## config.mk

```make
export PLATFORM = sky130hd
export DESIGN_NAME = counter_74161_lockstep
export DESIGN_NICKNAME = d
export VERILOG_FILES = /design/src/rtl/counter_74161_lockstep_pkg.sv /design/src/rtl/counter_74161_lockstep_cell.sv /design/src/rtl/counter_74161_lockstep.sv
export SDC_FILE = /design/constraint.sdc
export NUM_CORES = 1
export LEC_CHECK = 0
export CAP_MARGIN = 15
export CORE_MARGIN = 4
export CORE_UTILIZATION = 40
export DETAILED_ROUTE_END_ITERATION = 8
export GPL_TIMING_DRIVEN = 1
export MAX_ROUTING_LAYER = met4
export PLACE_DENSITY_LB_ADDON = 0.3
export RECOVER_POWER = 25
export SYNTH_ARGS = -nofsm -noshare
export SYNTH_HDL_FRONTEND = slang
export SYNTH_HIERARCHICAL = 1
export SYNTH_SLANG_ARGS = --single-unit
```

## constraint.sdc

```tcl
create_clock -name CLK -period 2.8 [get_ports CLK]
set_input_delay 0.56 -clock CLK [delete_from_list [all_inputs] [get_ports CLK]]
set_output_delay 0.56 -clock CLK [all_outputs]
set_load 0.05 [all_outputs]
```

## src/rtl/counter_74161_lockstep_pkg.sv

```systemverilog
// ============================================================================
// Module  : counter_74161_lockstep_pkg
// Brief   : Shared width, terminal-count constant and cell operation encoding
// Rev     : 1.0
// ============================================================================
`default_nettype none

package counter_74161_lockstep_pkg;

  localparam int unsigned DEF_WIDTH = 4;
  localparam int unsigned CNT_MAX   = (2 ** DEF_WIDTH) - 1;

  // Per-edge action of one counter channel; clear is asynchronous and sits outside this.
  typedef enum logic [1:0] {
    OP_HOLD  = 2'd0,
    OP_LOAD  = 2'd1,
    OP_COUNT = 2'd2
  } cell_op_e;

  function automatic cell_op_e decode_op(input logic load_n, input logic ent, input logic enp);
    cell_op_e op;
    op = OP_HOLD;
    if (!load_n) begin
      op = OP_LOAD;
    end else if (ent && enp) begin
      op = OP_COUNT;
    end
    return op;
  endfunction

endpackage

`default_nettype wire

```

## src/rtl/counter_74161_lockstep_cell.sv

```systemverilog
// ============================================================================
// Module  : counter_cell_74161
// Brief   : One 74161-style up counter channel with async clear and ripple carry
// Rev     : 1.0
// ============================================================================
`default_nettype none

module counter_cell_74161
  import counter_74161_lockstep_pkg::*;
#(
  parameter int WIDTH = DEF_WIDTH
) (
  input  logic             CLK,
  input  logic             CLRBAR,
  input  logic [WIDTH-1:0] DIC,
  input  logic             LOAD,
  input  logic             ENT,
  input  logic             ENP,
  output logic [WIDTH-1:0] Q,
  output logic             RCO
);

  cell_op_e         op;
  logic [WIDTH-1:0] cnt_q;
  logic [WIDTH-1:0] cnt_d;

  always_comb begin
    op    = decode_op(LOAD, ENT, ENP);
    cnt_d = cnt_q;
    case (op)
      OP_LOAD:  cnt_d = DIC;
      OP_COUNT: cnt_d = cnt_q + WIDTH'(1);
      default:  cnt_d = cnt_q;
    endcase
  end

  always_ff @(posedge CLK or negedge CLRBAR) begin
    if (!CLRBAR) begin
      cnt_q <= '0;
    end else begin
      cnt_q <= cnt_d;
    end
  end

  assign Q   = cnt_q;
  // Carry depends on ENT only, so a cascade stalls via ENT while ENP pauses locally.
  assign RCO = ENT & (cnt_q == {WIDTH{1'b1}});

endmodule

`default_nettype wire

```

## src/rtl/counter_74161_lockstep.sv

```systemverilog
// ============================================================================
// Module  : counter_74161_lockstep
// Brief   : Dual-channel 74161 counter with lockstep comparator and sticky error
// Rev     : 1.0
// ============================================================================
`default_nettype none

module counter_74161_lockstep
  import counter_74161_lockstep_pkg::*;
#(
  parameter int WIDTH = DEF_WIDTH
) (
  input  logic             CLK,
  input  logic             CLRBAR,
  input  logic [WIDTH-1:0] DIC,
  input  logic             LOAD,
  input  logic             ENT,
  input  logic             ENP,
  input  logic             INJ,
  output logic [WIDTH-1:0] QC,
  output logic             RCO,
  output logic             MISMATCH,
  output logic             ERR
);

  logic [WIDTH-1:0] q_a;
  logic [WIDTH-1:0] q_b;
  logic [WIDTH-1:0] inj_mask;
  logic [WIDTH-1:0] diff;
  logic             rco_a;
  logic             rco_b_unused;
  logic             err_q;
  logic             err_d;

  counter_cell_74161 #(.WIDTH(WIDTH)) u_chan_a (
    .CLK    (CLK),
    .CLRBAR (CLRBAR),
    .DIC    (DIC),
    .LOAD   (LOAD),
    .ENT    (ENT),
    .ENP    (ENP),
    .Q      (q_a),
    .RCO    (rco_a)
  );

  counter_cell_74161 #(.WIDTH(WIDTH)) u_chan_b (
    .CLK    (CLK),
    .CLRBAR (CLRBAR),
    .DIC    (DIC),
    .LOAD   (LOAD),
    .ENT    (ENT),
    .ENP    (ENP),
    .Q      (q_b),
    .RCO    (rco_b_unused)
  );

  // Injection flips channel B bit 0 only on the comparator path, never in its state.
  always_comb begin
    inj_mask    = '0;
    inj_mask[0] = INJ;
    diff        = q_a ^ (q_b ^ inj_mask);
    err_d       = err_q | (|diff);
  end

  always_ff @(posedge CLK or negedge CLRBAR) begin
    if (!CLRBAR) begin
      err_q <= 1'b0;
    end else begin
      err_q <= err_d;
    end
  end

  assign QC       = q_a;
  assign RCO      = rco_a;
  assign MISMATCH = |diff;
  assign ERR      = err_q;

endmodule

`default_nettype wire

```

After elaboration in Yosys (flattened, before gate mapping)
Index checks and enable logic that the tools add are counted.

cells by class
  equal/unequal tests = 3
  reductions and logical operators = 3
  multiplexer cells = 4
  bitwise operators = 4
  $add $sub $neg = 2

operators by type and width
  kind                                                                   number
  4-bit case mux with 2 select lines                                     2
  4-bit by 1-bit adder with 4-bit output, second input constant          2
  4-bit equality test, second input constant                             1
  2-bit 2-to-1 mux                                                       2
  4-bit OR reduction                                                     1
  4-bit by 1-bit bitwise XOR with 4-bit output                           1
  4-bit bitwise XOR                                                      1
  2-bit by 1-bit equality test with 1-bit output, second input constant  1
  2-bit equality test, second input constant                             1
  2-bit nonzero test                                                     1
  1-bit bitwise AND                                                      1
  1-bit logical AND                                                      1
  1-bit OR                                                               1

storage, ports and cells
  output and inout port bits = 7
  register bits = 9
  logic and storage cells = 19
  input bits = 10

Longest topological paths before layout
  word-level depth = 5
  mapped depth = 4
  depth with buffers taken out = 4

Cells and area by module
The synthesis kept the hierarchy.

modules (own cells, without submodules)
  module                  cells each  area each (µm²)  times used
  counter_cell_74161      23          217.7            2
  counter_74161_lockstep  7           101.3            1

Worst setup path before layout
OpenSTA, ideal clock, no wires.

  kind = input-to-output
  from = in INJ
  to = out MISMATCH
  slack = 0.847 ns
  arrival time = 1.393 ns
  stages = 2
  cells stage by stage = xnor3_1 -> nand4_1

on the way
  word-level cells in the longest chain between the ends = 3

ends and longest elaborated chain
  element                                       line                          RTL
  start, declared                               counter_74161_lockstep.sv:19  input logic INJ,
  4-bit by 1-bit bitwise XOR with 4-bit output  counter_74161_lockstep.sv:61  diff = q_a ^ (q_b ^ inj_mask);
  4-bit bitwise XOR                             counter_74161_lockstep.sv:61
  4-bit OR reduction                            counter_74161_lockstep.sv:75  assign MISMATCH = |diff;
  end, declared                                 counter_74161_lockstep.sv:22  output logic MISMATCH,

No other way between the ends.

Worst setup path in the final report
Ends and elaborated chain as after synthesis.

==> results.yml <==
yosys:
  avgSynthCellArea_sq_um: 10.1
  synth_nets: 64
  syn_area_sq_um: 527
  ys_warn_count: 6
  syn_inst: 52
clock_network:
  cts_root_buf: "clkbuf_4"
  insertion_delay_ns: 0.26
  cts-resized-gates: 0
  clk_pin_slew_worst_paths_ns: 0.07
  htree_levels: 1
  clock_sinks: 9
  cts_buffer_depth: 2
  cts_tree: "yes"
  cts_hold_buf: 0
  post_cts_buffers: 0
  numCtsBuffers: 3
sta:
  finClkSkew_ns: 0.00410
  rsz0062_at_grt: "false"
  hold_viol: 0
  setup_violations: 0
  min_period_ns: 2.27
  fmax_ghz: 0.441
  worst_pin_slew_ns: 0.496
  timing.hold.ws_ns: 0.474
  period_share_pct: 81.1
  slew_violations: 0
  setup_tns_ns: 0
  slew_headroom_pct: 66.8
critical_path:
  timing.rr.start: "u_chan_b/Q[0]"
  reg2reg_setup_slack_ns: 1.52
  cp.required_ns: 2.24
  crit_arrival_ns: 1.71
  cp-end-kind: "output port"
  crit_type: "input port to output port"
  cp-start-kind: "input port"
  reg2reg_depth: 3
  reg2reg_to: "ERR"
  cp_max_fo: 2
route:
  dr.pass1.iters: 4
  via_count: 459
  drc: 0
  wl_per_cell_um: 12.9
  drt_iter0_markers: 9
  viasPerCell: 5.46
  wl_mm: 1.08
  postRouteAntennaNets: 0
die:
  rows: 12
  die_w_um: 44.3
  ios: 17
  start_util_pct: 45.0
  fp.dieH_um: 44.3
  die_area_sq_mm: 0.00196
  core_sq_mm: 0.00117
finish:
  area_growth_syn_to_layout_pct: 41.3
  diodes: 0
  drive_above_1_share_pct: 15.7
  layout.nets: 83
  nFillCells: 106
grt:
  grt_pass1_vias: 423
  grt.total_usage_pct: 13.1
  grt_overflow: 0
  grt_max_degree: 17
  antenna_found_initial: 0
  grt_pass1_wl_mm: 1.77
hold_path:
  hold_start: "ERR"
  holdPathStages: 1
  hold-path-endpoint: "ERR"
  worstHoldPathType: "flop to flop"
power_and_ir_drop:
  powerDensity_mw_per_mm2: 542
  p_leak_nw: 0.314
  worst_ir_drop_vdd_uv: 282
outcome:
  status: "complete, no violations"
placed_design:
  dp_hpwl_um: 877
  port_buffers: 16
  place.gp.congestion: 0.715
job:
  maxCapViolCount: 0
-- metal layers --
layer / track usage (%) / share of wire [%] / vias to the layer above
met3: 3.25 / 8.2 / 4
met5: - / 0 / -
met1: 12.8 / 39 / 214
li1: - / - / 222
met4: 7.23 / 2.3 / 0
met2: 23.3 / 50 / 19
-- power breakdown --
part	leakage [nW]	switching [mW]	internal, mW
sequential	0.0984	0.0216	0.144
combinational	0.198	0.0701	0.0667
clock	0.0177	0.0488	0.0528
-- flip-flops by register name, indices dropped and copies added (netlist names) --
register,flops
ERR,1
u_chan_a/Q,4
u_chan_b/Q,4
-- layout by cell type, fill, tap and decap left out --
cell              n
dlygate4sd3_1     1
nor2_1            8
clkbuf_4          3
ha_1              2
dfrtp_1           9
xnor3_1           1
nand2_2           2
or2_1             1
xnor2_1           1
clkinv_2          1
o21ai_0           2
or3_1             2
nand3_1           4
buf_12            2
a21oi_1           6
xnor2_2           2
a31oi_1           2
xor2_1            4
and4_2            1
nand4_1           1
mux2i_1           2
clkdlybuf4s50_1  13
-- worst max-delay path by stage --
stage                     to  cells after the start  startpoint
global placement    MISMATCH                      4         INJ
floorplan           MISMATCH                      2         INJ
detailed placement  MISMATCH                      4         INJ
CTS                 MISMATCH                      4         INJ
global route        MISMATCH                      4         INJ
finish              MISMATCH                      4         INJ
-- worst max-delay path, cell delays in order --
cell             delay, ns
clkdlybuf4s50_1       0.46
xnor3_1               0.38
nand4_1               0.16
buf_12                0.16
-- through the flow --
| stage | cells | cell area, sq um | power [mW] | utilization (%) | worst slack, ns |
|---|---|---|---|---|---|
| after global placement | 80 | 717 | 0.303 | 61.2 | 0.553 |
| final | 84 | 744 | 0.403 | 63.6 | 0.530 |
| after floorplan | 52 | 527 | 0.250 | - | 0.847 |
| after detailed placement | 80 | 717 | 0.306 | 61.2 | 0.519 |
| after global routing | 84 | 744 | 0.426 | 63.6 | 0.514 |
| after CTS | 84 | 744 | 0.408 | 63.6 | 0.523 |
-- final cells by class --
| class | count | area, sq um | share of cell area [%] |
|---|---|---|---|
| Clock inverter | 1 | 5.00 | 0.672 |
| Tap cell | 14 | 17.5 | 2.35 |
| Multi-Input combinational cell | 41 | 294 | 39.5 |
| Timing Repair Buffer | 16 | 180 | 24.2 |
| Clock buffer | 3 | 22.5 | 3.03 |
| Sequential cell | 9 | 225 | 30.3 |
(Power assumes the default switching activity.)
==> variant 1, RTL diff (config.mk and constraints unchanged) <==
Change the package constant `DEF_WIDTH` from 4 to 6.
--- a/src/rtl/counter_74161_lockstep_pkg.sv
+++ b/src/rtl/counter_74161_lockstep_pkg.sv
@@ -9,3 +9,3 @@
 
-  localparam int unsigned DEF_WIDTH = 4;
+  localparam int unsigned DEF_WIDTH = 6;
   localparam int unsigned CNT_MAX   = (2 ** DEF_WIDTH) - 1;
Ports: changed (resized DIC and QC); port bits go from 17 to 21. No check against the original RTL was run, so the function may have changed too.
==> variant 1 against the original RTL <==
  * Wire length grew 69%
  * Die area grew 36%
  * Maximum frequency shrank 5.7%
  * Synthesized area grew 45%
  * Total power grew 29%
  * Sequential share of layout area grew 1.6 points
  * Register-to-register slack lost 110 ps
  * Worst setup slack lost 140 ps
  * Via count grew 47%
  * Sequential cell count grew 4
  * Cell area grew 37%
==> variant 1: results (changes against the original RTL) <==
| Metric | Value |
|---|---|
| CTS buffer count | `3 (unchanged)` |
| DR WL/cell | `14.1 microns (+9.1%)` |
| Buffers on Ports | `20 (+4)` |
| Min-Delay Path Class | `reg -> reg` |
| DRT Pass-1 Iters | `4 (unchanged)` |
| Largest net degree at the start of global routing | `25 (+8)` |
| Post-synth net total | `97 (+52%)` |
| Switching share of power | `36.2% (+1.4 points)` |
| Final setup viols | `0 (unchanged)` |
| CTS H-tree depth | `1 (unchanged)` |
| Slew Limit Headroom | `49.9% (-17 points)` |
| CTS root buf | `clkbuf_4` |
| Clock tree buffer depth | `2 (unchanged)` |
| RePlAce Congestion | `0.743 (+4.0%)` |
| Fillers | `180 (+70%)` |
| Post-CTS Resized | `0 (unchanged)` |
| Maximum fanout along the worst path | `2 (unchanged)` |
| Critical Path Slowest Stage Cell | `clkdlybuf4s50_1` |
| Status | `finished clean` |
| GRT Total Usage | `15.5% (+2.4 points)` |
| Met3 GRT Util | `6.59% (+3.3 points)` |
| Grt met1 use | `16.4% (+3.7 points)` |
| DP Worst Slack | `391 ps (-128 ps)` |
| Met2 Usage GRT | `27.8% (+4.5 points)` |
| Dpl hpwl | `1.41 mm (+60%)` |
| Vias in the first global route | `649 (+53%)` |
| P_leak | `0.396 nW (+26%)` |
| Worst endpoint data arrival time | `1850 ps (+140 ps)` |
| DRT iter0 DRCs | `2 (-7)` |
| Worst skew pair latency | `270 ps` |
| Routed via count | `673 (+47%)` |
| Fraction of layout cells with a size suffix above 1 | `8.57% (-7.1 points)` |
| Warnings, synthesis | `6 (unchanged)` |
| Worst Skew | `2.59 ps (-1.51 ps)` |
| Setup bufs post-CTS | `0 (unchanged)` |
| First-pass GRT wire length | `2.92 mm (+65%)` |
| Placed Instance Area | `993 sq um (+39%)` |
| Nets | `120 (+45%)` |
| VDD IR max | `0.000384 V (+36%)` |
| Worst-path clk slew | `80 ps` |
[variant 1: cell types whose count changed in the layout (fill, tap and decap cells not counted), moves of 2 or more]
cell,delta
xor2_1,+5
or3_1,+4
xnor2_2,-2
clkdlybuf4s50_1,+4
nand3_1,+5
o21ai_0,+4
a31oi_1,+4
dfrtp_1,+4
nor2_1,+6
[variant 1: worst paths after layout]
| kind | from | to | slack (ps) | cells after the start |
|---|---|---|---|---|
| worst max register to register | u_chan_a/Q[1]$_DFFE_PN0P_ | u_chan_a/Q[4]$_DFFE_PN0P_ | 1410 | 4 |
| worst min register to register | ERR$_DFF_PN0_ | ERR$_DFF_PN0_ | 480 | 1 |
| min in group asynchronous | CLRBAR | u_chan_b/Q[3]$_DFFE_PN0P_ | 720 | 1 |
| max in group asynchronous | CLRBAR | u_chan_a/Q[5]$_DFFE_PN0P_ | 1690 | 1 |
| worst max-delay path | INJ | MISMATCH | 390 | 5 |
| worst min-delay path | ERR$_DFF_PN0_ | ERR$_DFF_PN0_ | 480 | 1 |
[variant 1: final cells by class]
type	count	area (sq um)	share of cell area, %
clock inverters	1	5.00	0.490
multi-input cells	68	429	42.0
flip-flops and latches	13	325	31.9
clock buffers	3	22.5	2.21
repair buffers	20	208	20.3
well taps	25	31.3	3.06
[variant 1: per-stage QoR]
step | power, mW | instances | utilization (%)
3_5_place_dp | 0.409 | 126 | 56.3
4_1_cts | 0.529 | 130 | 57.9
6_report | 0.519 | 130 | 57.9
3_3_place_gp | 0.406 | 126 | 56.3
2_1_floorplan | 0.343 | 83 | -
5_1_grt | 0.553 | 130 | 57.9
[variant 1: critical path: cells and delay by family]
kind / cells / cell delay (ps)
XOR/XNOR: 1 / 390
buffers and inverters: 2 / 660
AND/OR/NAND/NOR: 2 / 240
[variant 1: layer usage]
metal | wire [microns] | share of wire (%) | vias to the layer above
met3 | 133 | 7.3 | 2
met5 | 0 | 0 | -
li1 | - | - | 346
met2 | 889 | 49 | 17
met1 | 796 | 43 | 308
met4 | 12 | 0.66 | 0
[variant 1: power groups by stage]
| stage | combinational [mW] | clock, mW | sequential (mW) |
|---|---|---|---|
| after floorplan | 0.0739 | 0 | 0.269 |
| after global placement | 0.164 | 0 | 0.242 |
| after detailed placement | 0.167 | 0 | 0.242 |
| after CTS | 0.168 | 0.122 | 0.239 |
| after global routing | 0.182 | 0.129 | 0.242 |
| final | 0.166 | 0.115 | 0.238 |
